`config.mk`:
```
export PLATFORM = sky130hd
export DESIGN_NAME = burst_framer
export DESIGN_NICKNAME = d
export VERILOG_FILES = /design/src/rtl/fifo_pkg.sv /design/src/rtl/burst_timer.sv /design/src/rtl/burst_framer.sv
export SDC_FILE = /design/constraint.sdc
export NUM_CORES = 1
export LEC_CHECK = 0
export ABC_AREA = 0
export ABC_CLOCK_PERIOD_IN_PS = 3030
export CAP_MARGIN = 20
export CELL_PAD_IN_SITES_DETAIL_PLACEMENT = 0
export CELL_PAD_IN_SITES_GLOBAL_PLACEMENT = 1
export CORE_MARGIN = 4
export CORE_UTILIZATION = 30
export DETAILED_ROUTE_END_ITERATION = 10
export GPL_ROUTABILITY_DRIVEN = 0
export PLACE_DENSITY = 0.6
export SYNTH_ARGS = -nofsm -noshare
export SYNTH_HDL_FRONTEND = slang
export SYNTH_SLANG_ARGS = --single-unit
export TNS_END_PERCENT = 30
```
`constraint.sdc`:
```
create_clock -name clock -period 3.03 [get_ports clock]
set_input_delay 0.606 -clock clock [delete_from_list [all_inputs] [get_ports clock]]
set_output_delay 0.606 -clock clock [all_outputs]
set_load 0.1 [all_outputs]
```
`src/rtl/fifo_pkg.sv`:
```
// Shared definitions for the burst framer: hold-slot FSM encoding, counter
// widths and the beat-index width helper.
// The burst_framer top honours the build macro BURST_FRAMER_STATS_EN.
package fifo_pkg;

    // Hold-slot state: EMPTY = H empty, PEND = H holds a beat with last
    // unresolved, CLOSE = H must leave with last=1.
    typedef enum logic [1:0] {
        EMPTY = 2'd0,
        PEND  = 2'd1,
        CLOSE = 2'd2
    } state_t;

    // Width of the optional completed-burst counter.
    localparam int STATS_W = 16;

    // Width of the idle counter; TIMEOUT never exceeds 255.
    localparam int TIMER_W = 8;

    // Bits needed to hold a beat index 0..burst-1.
    function automatic int idx_width(input int burst);
        if (burst > 2) begin
            return $clog2(burst);
        end else begin
            return 1;
        end
    endfunction

endpackage

```
`src/rtl/burst_timer.sv`:
```
// Idle counter for the burst framer. Counts while enabled, saturates at
// TIMEOUT, clears on request; expired is high while the count sits at TIMEOUT.
module burst_timer
    import fifo_pkg::*;
#(
    parameter int TIMEOUT = 16
) (
    input  logic clock,
    input  logic reset,
    input  logic inc,
    input  logic clear,
    output logic expired
);

    localparam logic [TIMER_W-1:0] LIMIT = TIMER_W'(TIMEOUT);

    logic [TIMER_W-1:0] count_r;

    // Idle count: clear wins over increment, and the count holds at LIMIT.
    always_ff @(posedge clock) begin
        if (reset) begin
            count_r <= {TIMER_W{1'b0}};
        end else if (clear) begin
            count_r <= {TIMER_W{1'b0}};
        end else if (inc && (count_r != LIMIT)) begin
            count_r <= count_r + {{(TIMER_W-1){1'b0}}, 1'b1};
        end else begin
            count_r <= count_r;
        end
    end

    assign expired = (count_r == LIMIT);

endmodule

```
`src/rtl/burst_framer.sv`:
```
// Burst framer: re-times a valid/ready beat stream through a hold slot H and
// an output slot O, marking the final beat of each burst with last_o. A burst
// closes after BURST beats or after TIMEOUT idle cycles with a beat held.
// Build option: define BURST_FRAMER_STATS_EN to add the 16-bit bursts_o
// counter of completed (last_o=1) downstream transfers.
module burst_framer
    import fifo_pkg::*;
#(
    parameter int WIDTH   = 8,
    parameter int BURST   = 8,
    parameter int TIMEOUT = 16
) (
    input  logic             clock,
    input  logic             reset,
    input  logic             valid_i,
    output logic             ready_o,
    input  logic [WIDTH-1:0] data_i,
    output logic             valid_o,
    input  logic             ready_i,
    output logic [WIDTH-1:0] data_o,
    output logic             last_o
`ifdef BURST_FRAMER_STATS_EN
    ,
    output logic [STATS_W-1:0] bursts_o
`endif
);

    localparam int               IDX_W    = idx_width(BURST);
    localparam logic [IDX_W-1:0] IDX_LAST = IDX_W'(BURST - 1);
    localparam logic [IDX_W-1:0] IDX_ONE  = IDX_W'(1);

    state_t           state_r;
    logic [WIDTH-1:0] h_data_r;
    logic [IDX_W-1:0] h_idx_r;
    logic [IDX_W-1:0] idx_next_s;
    logic             o_free_s;
    logic             up_xfer_s;
    logic             h_empties_s;
    logic             timer_inc_s;
    logic             timer_clear_s;
    logic             expired_s;

    // O can take a new beat when it is empty or being drained this cycle.
    assign o_free_s   = !valid_o || ready_i;
    // Never looks at valid_i, so upstream may wait on ready_o safely.
    assign ready_o    = (state_r == EMPTY) || o_free_s;
    assign up_xfer_s  = valid_i && ready_o;
    assign idx_next_s = h_idx_r + IDX_ONE;

    // Detect H draining with nothing arriving to replace it.
    always_comb begin
        h_empties_s = 1'b0;
        case (state_r)
            PEND:    h_empties_s = !up_xfer_s && expired_s && o_free_s;
            CLOSE:   h_empties_s = !up_xfer_s && o_free_s;
            default: h_empties_s = 1'b0;
        endcase
    end

    assign timer_inc_s   = (state_r != EMPTY);
    assign timer_clear_s = up_xfer_s || h_empties_s;

    burst_timer #(
        .TIMEOUT (TIMEOUT)
    ) u_timer (
        .clock   (clock),
        .reset   (reset),
        .inc     (timer_inc_s),
        .clear   (timer_clear_s),
        .expired (expired_s)
    );

    // Hold/output slot FSM. An upstream transfer always beats a timeout, so
    // a held beat pushed out by a new arrival leaves with last_o=0.
    always_ff @(posedge clock) begin
        if (reset) begin
            state_r  <= EMPTY;
            h_data_r <= {WIDTH{1'b0}};
            h_idx_r  <= {IDX_W{1'b0}};
            valid_o  <= 1'b0;
            last_o   <= 1'b0;
            data_o   <= {WIDTH{1'b0}};
        end else begin
            if (o_free_s) begin
                valid_o <= 1'b0;
            end
            case (state_r)
                EMPTY: begin
                    // The index is always 0 here and BURST >= 2, so the new
                    // beat can never be the closing one.
                    if (up_xfer_s) begin
                        h_data_r <= data_i;
                        state_r  <= PEND;
                    end
                end
                PEND: begin
                    if (up_xfer_s) begin
                        data_o   <= h_data_r;
                        last_o   <= 1'b0;
                        valid_o  <= 1'b1;
                        h_data_r <= data_i;
                        h_idx_r  <= idx_next_s;
                        state_r  <= (idx_next_s == IDX_LAST) ? CLOSE : PEND;
                    end else if (expired_s && o_free_s) begin
                        data_o   <= h_data_r;
                        last_o   <= 1'b1;
                        valid_o  <= 1'b1;
                        h_idx_r  <= {IDX_W{1'b0}};
                        state_r  <= EMPTY;
                    end
                end
                CLOSE: begin
                    if (o_free_s) begin
                        data_o   <= h_data_r;
                        last_o   <= 1'b1;
                        valid_o  <= 1'b1;
                        h_idx_r  <= {IDX_W{1'b0}};
                        if (up_xfer_s) begin
                            h_data_r <= data_i;
                            state_r  <= PEND;
                        end else begin
                            state_r  <= EMPTY;
                        end
                    end
                end
                default: begin
                    state_r <= EMPTY;
                    h_idx_r <= {IDX_W{1'b0}};
                end
            endcase
        end
    end

`ifdef BURST_FRAMER_STATS_EN
    // Completed-burst counter; wraps from 65535 back to 0.
    always_ff @(posedge clock) begin
        if (reset) begin
            bursts_o <= {STATS_W{1'b0}};
        end else if (valid_o && ready_i && last_o) begin
            bursts_o <= bursts_o + {{(STATS_W-1){1'b0}}, 1'b1};
        end else begin
            bursts_o <= bursts_o;
        end
    end
`endif

endmodule

```
==> results of run 1 <==
[kinds of logic (layout without fill, tap and decap cells)]
| kind of cell | Yosys count | count (layout) | share of synthesized area, % |
|---|---|---|---|
| AOI/OAI and AO/OA | 24 | 24 | 11.26 |
| xor gates and xnor gates | 7 | 7 | 3.997 |
| adders and majority gates | 8 | 8 | 6.526 |
| buffers and inverters | 13 | 40 | 4.078 |
| DFF | 31 | 31 | 40.46 |
| muxes | 19 | 19 | 12.40 |
| and+or+nand+nor | 66 | 66 | 21.29 |
[state kept, by name (all words and copies together), names as in the netlist]
signal / flops
data_o: 8
u_timer.count_r: 8
last_o: 1
h_data_r: 8
state_r: 2
valid_o: 1
h_idx_r: 3
[synthesized netlist by cell type (2+ instances only)]
cell | number | share of area, %
a21oi_1 | 9 | 2.9
clkbuf_1 | 2 | 0.49
dfxtp_1 | 31 | 40
ha_1 | 8 | 6.5
inv_1 | 8 | 2.0
mux2i_1 | 19 | 12
nand2_1 | 23 | 5.6
nand2b_1 | 4 | 1.6
nand3_1 | 5 | 1.6
nor2_1 | 19 | 4.6
o21ai_0 | 5 | 1.6
or4_1 | 2 | 0.98
xnor2_1 | 2 | 1.1
xor2_1 | 5 | 2.9
[final cells by class]
cell class,instances,share of cell area (%)
multi-input cells,124,44.24
flip-flops and latches,31,32.27
repair buffers,24,11.45
well taps,67,4.359
clock buffers,6,4.294
clock inverters,2,1.822
inverters,8,1.561
[power by group through the flow]
stage          combinational (uW)  clock, uW  sequential [uW]
2_1_floorplan                 140          0              522
3_3_place_gp                  273          0              453
3_5_place_dp                  273          0              454
4_1_cts                       274        439              445
5_1_grt                       293        465              449
6_report                      273        428              446
[per-layer routing]
metal	GRT usage [%]	vias up	share of wire (%)
met2	16.44	31	42
met4	4.124	0	1.3
met5	0	-	0
li1	-	620	-
met1	16.18	562	49
met3	4.740	5	7.1
[placed cells by master, fill, tap and decap left out, types with 2 or more instances in the layout]
cell type / count
nand3_1: 5
o21ai_0: 5
nand2_1: 23
clkbuf_8: 6
nand2b_1: 4
inv_1: 8
xnor2_1: 2
clkdlybuf4s50_1: 11
buf_4: 12
dfxtp_1: 31
nor2_1: 19
ha_1: 8
mux2i_1: 19
a21oi_1: 9
xor2_1: 5
or4_1: 2
[metrics by stage]
step,power (uW),hold WS (ns),util (%),std cells,instance area (sq um)
after floorplan,662.4,0.4374,-,168,1534
after global placement,726.0,0.4446,37.24,254,1805
after detailed placement,726.6,0.4506,37.24,254,1805
after CTS,1158,0.4632,39.66,262,1923
after global routing,1207,0.4854,39.66,262,1923
final,1147,0.4605,39.66,262,1923
[worst register-to-register path: cells and delay by family, from the launching register on]
kind	cells	cell delay [ns]
AO/OA/AOI/OAI	1	0.26
adder cells (fa/ha/maj)	1	0.28
AND/OR/NAND/NOR	2	0.46
multiplexers	1	0.22
buffers and inverters	2	0.34
flip-flops	1	0.39
[worst max-delay path by stage]
stage	from	to	slack (ns)	cells past startpoint
floorplan	valid_o	ready_o	0.68	1
global placement	valid_i	data_o[1]	0.66	6
detailed placement	valid_i	data_o[6]	0.64	6
CTS	state_r[0]	ready_o	0.59	4
global route	state_r[0]	ready_o	0.50	4
finish	state_r[0]	ready_o	0.60	4
==> results.ini, run 1 <==
[pwr]
power_switching_uw = 354.2
static-leakage-power_uw = 0.0007813
intPower_uw = 792.7
pwr-share-seq_pct = 38.9
powerDensity_mw_per_mm2 = 596.4
vdd.ir_drop.worst_mv = 0.3313
p_comb_share_pct = 23.8
switching_share_pct = 30.89
clkPwrFrac_pct = 37.3

[setup_path]
r2r_start = state_r[0]
rr_worst_depth = 7
worst-path-buf-inv = 2
crit_chain = inv_1, ha_1, or3b_2, buf_12
slowest_delay_ns = 0.56
critPathArrivalTime_ns = 1.82
path_class = flip-flop to output port
worst_ep_required_time_ns = 2.42
timing.rr.end = data_o[6]
critPathCaptureType = output port
critPathMaxFanout = 9
cp-start-kind = flip-flop
ff2ff_setup_slack_ns = 1.00
slowest_stage = or3b_2
crit_family = simple AND/OR/NAND/NOR gates

[sta]
slew_headroom_pct = 56.00
hold_viol = 0
worst_pin_slew_ns = 0.6556
tns_ns = 0
rsz0062_at_grt = false
min_period_ns = 2.431
min_period_over_period_pct = 80.22
fmax_mhz = 411.4
slew_viol_final = 0
finalSetupViolCount = 0
setup_ws_ns = 0.5992
finClkSkew_ns = 0.007236

[worst_hold_path]
min_path_type = flip-flop to flip-flop
worstHoldStart = data_o[5]
min_to = data_o[5]
whs_path_depth = 2

[logic_synthesis]
ys_types = 40
syn_inst = 168
ys.flop_type = dfxtp_1
async_reset_ff_share_pct = 0
yosysSeqAreaShare_pct = 40.46
synth_edf_count = 0
synth.cell_area_sq_mm = 0.001534
syn_nets = 188
synth_area_per_cell_sq_um = 9.131
yosysWarnings = 0
ys_ff_latch = 31

[global_routing]
grt_overflow_total = 0
grt_antenna_before_repair = 0
gr-usage-all-layers_pct = 11.78
grt_pass1_vias = 1193
grt_max_degree = 21
grt_pass1_wl_um = 5768

[placed_design]
dp_hpwl_um = 2370
place_worst_setup_slack_ns = 0.6368
io_buffers = 22

[die]
die_w_um = 79.51
io_pins = 23
die_area_sq_mm = 0.006321
core-area_sq_mm = 0.004848
die_y_um = 79.51
fp-row-count = 25
start_util_pct = 31.64

[clock_tree]
clkTransAtPathRegs_ns = 0.07
clockBufferDepth = 2
cts_inserted_buffers = 5
clock_latency_ns = 0.28
clock-sinks = 31
root_buffer = clkbuf_8
htreeDepth = 2
post_cts_resized = 0
postCtsSetupBuffers = 0
tritoncts = yes
holdBufCountCts = 0

[final_layout]
diodes = 0
n_fill_cell = 490
area_growth_pct = 25.37
fin_nets = 214
multi_input_area_sq_um = 850.8
drive_gt1_share_pct = 15.90
seqCellArea_sq_um = 620.6

[drt]
wl_um = 3367
routed_via_density = 4.649
ant_nets = 0
drtIter0Drc = 98
drcViolationCount = 0
first_pass_iters = 4
vias = 1218
wl_per_cell_um = 12.85

[job]
cap_violations = 0

[run_status]
status = finished, final reports clean

(Power assumes the default switching activity.)
==> run 2: changes to the inputs <==
--- a/config.mk
+++ b/config.mk
@@ -6,7 +6,7 @@
 export NUM_CORES = 1
 export LEC_CHECK = 0
 export ABC_AREA = 0
-export ABC_CLOCK_PERIOD_IN_PS = 3030
+export ABC_CLOCK_PERIOD_IN_PS = 2200
 export CAP_MARGIN = 20
 export CELL_PAD_IN_SITES_DETAIL_PLACEMENT = 0
 export CELL_PAD_IN_SITES_GLOBAL_PLACEMENT = 1
@@ -14,7 +14,7 @@
 export CORE_UTILIZATION = 30
 export DETAILED_ROUTE_END_ITERATION = 10
 export GPL_ROUTABILITY_DRIVEN = 0
-export PLACE_DENSITY = 0.6
+export PLACE_DENSITY = 0.62
 export SYNTH_ARGS = -nofsm -noshare
 export SYNTH_HDL_FRONTEND = slang
 export SYNTH_SLANG_ARGS = --single-unit
==> constraint.sdc (replaced) <==
create_clock -name clock -period 2.2 [get_ports clock]
set_input_delay 0.44 -clock clock [delete_from_list [all_inputs] [get_ports clock]]
set_output_delay 0.44 -clock clock [all_outputs]
set_load 0.1 [all_outputs]
==> results.ini, run 2 (synthesis results as in run 1) <==
[drt]
drcViolationCount = 0  ; unchanged
wl_um = 3511  ; +4.3%
drtIter0Drc = 62  ; -37%
ant_nets = 0  ; unchanged
routed_via_density = 4.659  ; +0.22%
wl_per_cell_um = 13.15  ; +2.3%
first_pass_iters = 4  ; unchanged
vias = 1244  ; +2.1%

[clock_tree]
clkTransAtPathRegs_ns = 0.07  ; about the same
cts_inserted_buffers = 5  ; unchanged
clock_latency_ns = 0.28  ; about the same
postCtsSetupBuffers = 0  ; unchanged
clock-sinks = 31  ; unchanged
clockBufferDepth = 2  ; unchanged
tritoncts = yes
htreeDepth = 2  ; unchanged
root_buffer = clkbuf_8

[setup_path]
critPathCaptureType = output port
worst_ep_required_time_ns = 1.76  ; -0.66 ns
cp-start-kind = flip-flop
critPathArrivalTime_ns = 1.63  ; -0.19 ns
crit_start = state_r[1]
slowest_delay_ns = 0.45  ; -0.11 ns
crit_chain = inv_1, ha_2, or3b_4, buf_12
critPathMaxFanout = 9  ; unchanged
path_class = flip-flop to output port
slowest_stage = or3b_4
r2r_start = state_r[0]
ff2ff_setup_slack_ns = 0.28  ; -0.72 ns

[final_layout]
n_fill_cell = 518  ; +5.7%
drive_gt1_share_pct = 19.50  ; +3.6 points
area_growth_pct = 28.22
diodes = 0  ; unchanged
largestRegisters = data_o: 8 flops, h_data_r: 8 flops, u_timer.count_r: 8 flops
final_cell_mix = dfxtp_1 (29), nand2_1 (23), nor2_1 (19), mux2i_1 (19), buf_4 (16)
fin_nets = 219  ; +2.3%
final_common_cell = dfxtp_1
utilization_pct = 40.57  ; +0.90 points

[sta]
fmax_mhz = 482.3
tns_ns = 0  ; unchanged
finClkSkew_ns = 0.003659  ; -0.003577 ns
finalSetupViolCount = 0  ; unchanged
rsz0062_at_grt = false
min_period_ns = 2.073
slew_headroom_pct = 57.90  ; +1.9 points
min_period_over_period_pct = 94.25
hold_viol = 0  ; unchanged
worst_pin_slew_ns = 0.6302  ; -0.02540 ns
slew_viol_final = 0  ; unchanged

[job]
cap_violations = 0  ; unchanged

[die]
start_util_pct = 31.64  ; unchanged
fp-row-count = 25  ; unchanged
io_pins = 23  ; unchanged
die_area_sq_mm = 0.006321  ; unchanged
die_w_um = 79.51  ; unchanged
core-area_sq_mm = 0.004848  ; unchanged
die_y_um = 79.51  ; unchanged

[placed_design]
dp_hpwl_um = 2690  ; +13%
io_buffers = 22  ; unchanged

[pwr]
vdd.ir_drop.worst_mv = 0.3767  ; +14%
static-leakage-power_uw = 0.0008017  ; +2.6%
powerDensity_mw_per_mm2 = 767.1  ; +29%

[global_routing]
grt_max_degree = 21  ; unchanged
grt_antenna_before_repair = 0  ; unchanged
gr-usage-all-layers_pct = 12.36  ; +0.59 points
grt_overflow_total = 0  ; unchanged
grt_pass1_wl_um = 5996  ; +4.0%
grt_pass1_vias = 1329  ; +11%

[run_status]
status = finished, final reports clean

[worst_hold_path]
min_path_type = flip-flop to flip-flop
worstHoldStart = h_data_r[5]

## run 2: cell count changes in the layout (fill, tap and decap cells not counted), sizes merged
cell / change
buf: +5
bufinv: -1
clkbuf: +1
clkinv: -1
clkinvlp: +1
## run 2: cell type report
| cell class | instances | area [sq um] | share of cell area [%] |
|---|---|---|---|
| clock inverter | 1 | 7.507 | 0.3817 |
| multi-input combinational | 124 | 855.8 | 43.51 |
| timing repair buffer | 29 | 270.3 | 13.74 |
| tap | 67 | 83.83 | 4.262 |
| inverter | 8 | 30.03 | 1.527 |
| sequential | 31 | 623.1 | 31.68 |
| clock buffer | 7 | 96.34 | 4.898 |
## run 2: layer usage
metal | track usage, % | part of all wire (%)
met2 | 20.62 | 47
met3 | 4.628 | 4.8
met1 | 14.31 | 46
met4 | 4.639 | 2.1
met5 | 0 | 0
## run 2: worst paths after layout
kind | endpoint | depth (start not counted)
worst max-delay path | ready_o | 4
worst min-delay path | data_o[5] | 2
worst max register to register | data_o[7] | 7
worst min register to register | data_o[5] | 2
## run 2: power breakdown
part	switching [uW]	leakage [uW]	total, uW	internal, uW
Sequential	23.1	0.000253	617	594
Clock	219	0.0000505	503	284
Combinational	240	0.000498	388	149
Total	482	0.000802	1510	1030
## run 2: per-stage QoR
| stage | cell area (sq um) | hold slack, ns | total power [uW] | worst slack [ns] | cells |
|---|---|---|---|---|---|
| 2_1_floorplan | 1535 | 0.4374 | 912.8 | 0.1108 | 168 |
| 3_3_place_gp | 1857 | 0.4504 | 1012 | 0.06822 | 259 |
| 3_5_place_dp | 1857 | 0.4574 | 1014 | -0.01549 | 259 |
| 4_1_cts | 1967 | 0.4737 | 1537 | 0.1119 | 267 |
| 5_1_grt | 1967 | 0.4951 | 1595 | 0.02692 | 267 |
| 6_report | 1967 | 0.4679 | 1509 | 0.1266 | 267 |
## run 2: repair_timing
action	4_1_cts	5_1_grt
hold endpoints to repair	0	0
resized for setup	3	0
hold buffers	0	0
endpoints found under the setup margin	1	0
## run 2: critical path: cells and delay by family, from the launching register on
family	cells	cell delay (ns)
fa+ha+maj	1	0.24
buf+inv	2	0.26
flops	1	0.39
simple gates	1	0.45
